$ cat config.mk
export PLATFORM = sky130hd
export DESIGN_NAME = rom_arbiter
export DESIGN_NICKNAME = d
export VERILOG_FILES = /design/src/rtl/rom_arbiter.sv
export SDC_FILE = /design/constraint.sdc
export NUM_CORES = 1
export LEC_CHECK = 0
export ABC_CLOCK_PERIOD_IN_PS = 1400
export CELL_PAD_IN_SITES_DETAIL_PLACEMENT = 0
export CELL_PAD_IN_SITES_GLOBAL_PLACEMENT = 2
export CORE_UTILIZATION = 17
export DETAILED_ROUTE_END_ITERATION = 7
export HOLD_SLACK_MARGIN = 0.05
export PLACE_DENSITY_LB_ADDON = 0.1
export SYNTH_ARGS = -nofsm -noshare
export SYNTH_HDL_FRONTEND = slang
export SYNTH_SLANG_ARGS = --single-unit
$ cat constraint.sdc
create_clock -name clk -period 1.4 [get_ports clk]
set_input_delay 0.14 -clock clk [delete_from_list [all_inputs] [get_ports clk]]
set_output_delay 0.14 -clock clk [all_outputs]
set_load 0.02 [all_outputs]
$ cat src/rtl/rom_arbiter.sv
// rom_arbiter: two-requester, round-robin front end for a single-port ROM.
// One transaction in flight at a time: IDLE -> ISSUE -> WAIT -> RESP.
// Optional build macro ROM_ARB_RANGE_CHECK_EN: addresses >= DEPTH are answered
// straight from IDLE with an error response and never reach the ROM.
module rom_arbiter #(
    parameter int ADDR_W = 8,
    parameter int DATA_W = 4,
    parameter int DEPTH  = 8
) (
    input  logic              clk,
    input  logic              rst_n,
    input  logic              req0_valid,
    input  logic [ADDR_W-1:0] req0_addr,
    output logic              req0_ready,
    input  logic              req1_valid,
    input  logic [ADDR_W-1:0] req1_addr,
    output logic              req1_ready,
    output logic              rsp0_valid,
    input  logic              rsp0_ready,
    output logic              rsp1_valid,
    input  logic              rsp1_ready,
    output logic [DATA_W-1:0] rsp_data,
    output logic              rsp_err,
    output logic              rom_en,
    output logic [ADDR_W-1:0] rom_addr,
    input  logic [DATA_W-1:0] rom_data
);

    localparam logic [1:0] S_IDLE  = 2'd0;
    localparam logic [1:0] S_ISSUE = 2'd1;
    localparam logic [1:0] S_WAIT  = 2'd2;
    localparam logic [1:0] S_RESP  = 2'd3;

    logic [1:0]        state;
    logic              last_gnt;   // requester granted most recently
    logic              gnt_id;     // owner of the transaction in flight
    logic              any_req;
    logic              gsel;       // requester that would be granted now
    logic              accept;
    logic              rsp_hs;
    logic [ADDR_W-1:0] gnt_addr;

    // Round-robin pick: on a tie the requester not served last wins
    always_comb begin
        any_req  = req0_valid | req1_valid;
        gsel     = (req0_valid && req1_valid) ? ~last_gnt : req1_valid;
        gnt_addr = gsel ? req1_addr : req0_addr;
    end

    assign accept     = (state == S_IDLE) && any_req;
    // Ready is gated by rst_n so it drops the instant reset is applied
    assign req0_ready = rst_n && accept && !gsel;
    assign req1_ready = rst_n && accept && gsel;
    assign rsp0_valid = (state == S_RESP) && !gnt_id;
    assign rsp1_valid = (state == S_RESP) && gnt_id;
    assign rsp_hs     = (state == S_RESP) && (gnt_id ? rsp1_ready : rsp0_ready);
    assign rom_en     = (state == S_ISSUE);

`ifdef ROM_ARB_RANGE_CHECK_EN
    localparam logic [ADDR_W:0] DEPTH_X = (ADDR_W+1)'(DEPTH);

    logic oor;
    logic err_q;

    assign oor     = ({1'b0, gnt_addr} >= DEPTH_X);
    assign rsp_err = err_q;

    // Transaction FSM with out-of-range bypass straight to RESP
    always_ff @(posedge clk or negedge rst_n) begin
        if (!rst_n) begin
            state    <= S_IDLE;
            last_gnt <= 1'b1;
            gnt_id   <= 1'b0;
            rom_addr <= '0;
            rsp_data <= '0;
            err_q    <= 1'b0;
        end else begin
            case (state)
                S_IDLE: if (accept) begin
                    last_gnt <= gsel;
                    gnt_id   <= gsel;
                    if (oor) begin
                        state    <= S_RESP;
                        rsp_data <= '0;
                        err_q    <= 1'b1;
                    end else begin
                        state    <= S_ISSUE;
                        rom_addr <= gnt_addr;
                        err_q    <= 1'b0;
                    end
                end
                S_ISSUE: state <= S_WAIT;
                S_WAIT: begin
                    rsp_data <= rom_data;
                    state    <= S_RESP;
                end
                S_RESP:  if (rsp_hs) state <= S_IDLE;
                default: state <= S_IDLE;
            endcase
        end
    end
`else
    // Only the low clog2(DEPTH) address bits reach the ROM
    localparam int AW = $clog2(DEPTH);
    localparam logic [ADDR_W-1:0] ADDR_MASK = ADDR_W'((64'd1 << AW) - 64'd1);

    assign rsp_err = 1'b0;

    // Transaction FSM; every accepted request goes through the ROM
    always_ff @(posedge clk or negedge rst_n) begin
        if (!rst_n) begin
            state    <= S_IDLE;
            last_gnt <= 1'b1;
            gnt_id   <= 1'b0;
            rom_addr <= '0;
            rsp_data <= '0;
        end else begin
            case (state)
                S_IDLE: if (accept) begin
                    last_gnt <= gsel;
                    gnt_id   <= gsel;
                    rom_addr <= gnt_addr & ADDR_MASK;
                    state    <= S_ISSUE;
                end
                S_ISSUE: state <= S_WAIT;
                S_WAIT: begin
                    rsp_data <= rom_data;
                    state    <= S_RESP;
                end
                S_RESP:  if (rsp_hs) state <= S_IDLE;
                default: state <= S_IDLE;
            endcase
        end
    end
`endif

endmodule

==> flow_summary.json <==
{
  "synth_most_common_cell": "dfrtp_1",
  "p_leak_nw": 0.584,
  "syn_area_um2": 621,
  "grt_pass1_vias": 527,
  "cts.sinks": 11,
  "ys_top_cells_by_area": "dfrtp_1, ha_1, mux2i_1, buf_4, mux2_2",
  "fin_ws_ns": -0.0276,
  "period_needed_ns": 1.43,
  "finalPower_mw": 2.30,
  "cts.htree.levels": 1,
  "crit_top_cell": "buf_4",
  "path_cells": "inv_2 > buf_4 > buf_4 > ha_1 > buf_2",
  "hpwl_um": 1150,
  "critical_path.slowest_cell": "dfrtp_1",
  "cp_data_required_time_ns": 1.26,
  "finalHoldViolations": 0,
  "drtIter0Drc": 2,
  "yosysTopAreaCell": "dfrtp_1",
  "antenna_found_initial": 0,
  "drive_gt1_frac": 0.446,
  "path_class": "reg -> out",
  "grt_pass1_wl_um": 2310,
  "nFillCells": 360,
  "fp.dieArea_mm2": 0.00390,
  "placed_cells": 140,
  "io_pins": 44,
  "worstRegToRegCells": 5,
  "track_usage": 0.0775,
  "peakVddDrop_mv": 0.639,
  "async_flop_share": 1.00,
  "synth_ff_type": "dfrtp_1",
  "coreArea_mm2": 0.00342,
  "clock_path_buffers": 2,
  "rsz0062_at_grt": "true",
  "synth-edff-count": 0,
  "avgSynthCellArea_um2": 11.7,
  "grt_max_degree": 8,
  "fmax_mhz": 700,
  "via_per_inst": 3.73,
  "worst_setup_path_start_kind": "flop",
  "path_max_fanout": 2,
  "synth_commonest_cells": "dfrtp_1, buf_4, ha_1, mux2i_1",
  "dieHeight_um": 62.4,
  "cts_made_buffers": 3,
  "area_delta_synth_final_pct": 88.1,
  "synth-seq-area-share": 0.446,
  "crit_arrival_ns": 1.29,
  "slew_violations": 0,
  "antenna_cells": 0,
  "route.detailed.drc": 0,
  "powerDensity_mw_per_mm2": 1970,
  "numPortBuffers": 27,
  "hold_path_class": "in -> async",
  "cts_tree": "done",
  "initial_core_util": 0.182,
  "violations": "setup timing",
  "die_w_um": 62.4,
  "finalCritPeriodShare": 1.02,
  "status": "finished with violations",
  "ys_ff_latch": 11,
  "final-setup-viol-count": 2,
  "fp-row-count": 21,
  "synth_top_area_share": 0.403,
  "gp_congestion": 0.730,
  "finalNonFillerCells": 147,
  "nets": 133,
  "synth_cells": 53,
  "synthDistinctLibCells": 22,
  "finish.utilization": 0.342,
  "first_pass_iters": 2,
  "cp-end-kind": "output pin",
  "drt_wl_total_um": 1490,
  "grt.overflow.total": 0,
  "path_clk_slew_ns": 0.08,
  "clk_latency_ns": 0.27,
  "wl_per_cell_um": 10.1,
  "tns_ns": -0.0434,
  "fin_worst_skew_ns": 0.00729,
  "drtAntennaViolNets": 0,
  "synth.yosys.warnings": 0,
  "preCtsSetupSlack_ns": -0.412,
  "slowest_delay_ns": 0.38,
  "cap_violations": 0,
  "via_count": 548,
  "cts_root_buf": "clkbuf_4"
}
[sequential cells by signal, summed over array words and instances, names as in the netlist]
| register | cells |
|---|---|
| rsp_data | 4 |
| last_gnt | 1 |
| gnt_id | 1 |
| rom_addr | 3 |
| state | 2 |
[path summary, 6_finish.rpt]
| path | from | to | slack, ns |
|---|---|---|---|
| max | state[1]$_DFFE_PN0P_ | rom_en | -0.03 |
| min | rst_n | state[0]$_DFFE_PN0P_ | 0.23 |
| max reg2reg | state[0]$_DFFE_PN0P_ | state[1]$_DFFE_PN0P_ | 0 |
| min reg2reg | rom_addr[2]$_DFFE_PN0P_ | rom_addr[2]$_DFFE_PN0P_ | 0.49 |
| max in group asynchronous | rst_n | last_gnt$_DFFE_PN1P_ | 0.96 |
| min in group clk | rom_data[0] | rsp_data[0]$_DFFE_PN0N_ | 0.47 |
[what timing repair did]
item | CTS | global route
setup endpoints to repair | 7 | 16
resized for setup | 35 | 13
pin swaps | 4 | 0
hold buffers | 0 | 0
setup buffers | 1 | 2
[through the flow]
stage | hold WS, ns | area (µm²)
3_3_place_gp | 0.470 | 1040
6_report | 0.234 | 1170
3_5_place_dp | 0.484 | 1040
4_1_cts | 0.230 | 1110
5_1_grt | 0.247 | 1170
2_1_floorplan | -0.156 | 648
[cell families (layout without fill, tap and decap cells)]
group | count (synthesis) | in the layout | synth area share
flops | 11 | 11 | 0.446
mux | 10 | 10 | 0.171
compound gates | 9 | 9 | 0.115
simple gates | 9 | 9 | 0.0766
buf+inv | 8 | 51 | 0.0847
fa+ha+maj | 5 | 5 | 0.101
other cells | 1 | 6 | 0.00604
[worst max-delay path, delay by kind of cell, from the launching register on]
kind	cells	cell delay, ns
buffers and inverters	4	0.47
flip-flops	1	0.38
adder cells (fa/ha/maj)	1	0.16
[power breakdown]
part	total [mW]	leakage, nW	internal, mW	switching (mW)
clock network	0.226	0.0177	0.106	0.120
registers	0.601	0.130	0.493	0.109
logic	1.47	0.435	0.835	0.633
total	2.30	0.584	1.43	0.862
[cells in the final DEF (no fill, tap or decap)]
master           count
clkdlybuf4s50_1     16
buf_4               16
dfrtp_1             10
conb_1               6
buf_6                6
dlymetal6s2s_1       6
mux2i_1              5
mux2_2               4
nand2_1              3
o21ai_1              3
ha_4                 3
clkbuf_4             3
inv_2                2
ha_1                 2
a21boi_4             1
and3_1               1
nor2b_4              1
and2_4               1
o21ai_2              1
nor3b_2              1
nor2_1               1
nor2_2               1
a22oi_2              1
mux2_4               1
a21oi_1              1
a31oi_1              1
a22o_1               1
clkinv_2             1
dfstp_2              1
buf_2                1
[routing by layer]
layer  global-route usage  vias to the layer above  share of wire
li1                     -                      268              -
met3               0.0438                        2          0.079
met5                    0                        -              0
met2                0.129                       20           0.52
met4               0.0262                        0         0.0081
met1               0.0818                      258           0.39
[cell type report]
| type | instances | area (µm²) | area share |
|---|---|---|---|
| Inverter | 2 | 7.51 | 0.00643 |
| Tap cell | 46 | 57.6 | 0.0493 |
| Sequential cell | 11 | 277 | 0.237 |
| Timing Repair Buffer | 45 | 428 | 0.367 |
| Multi-Input combinational cell | 39 | 370 | 0.317 |
| Clock inverter | 1 | 5.00 | 0.00429 |
| Clock buffer | 3 | 22.5 | 0.0193 |
No activity file was read; power rests on OpenSTA's default activity.
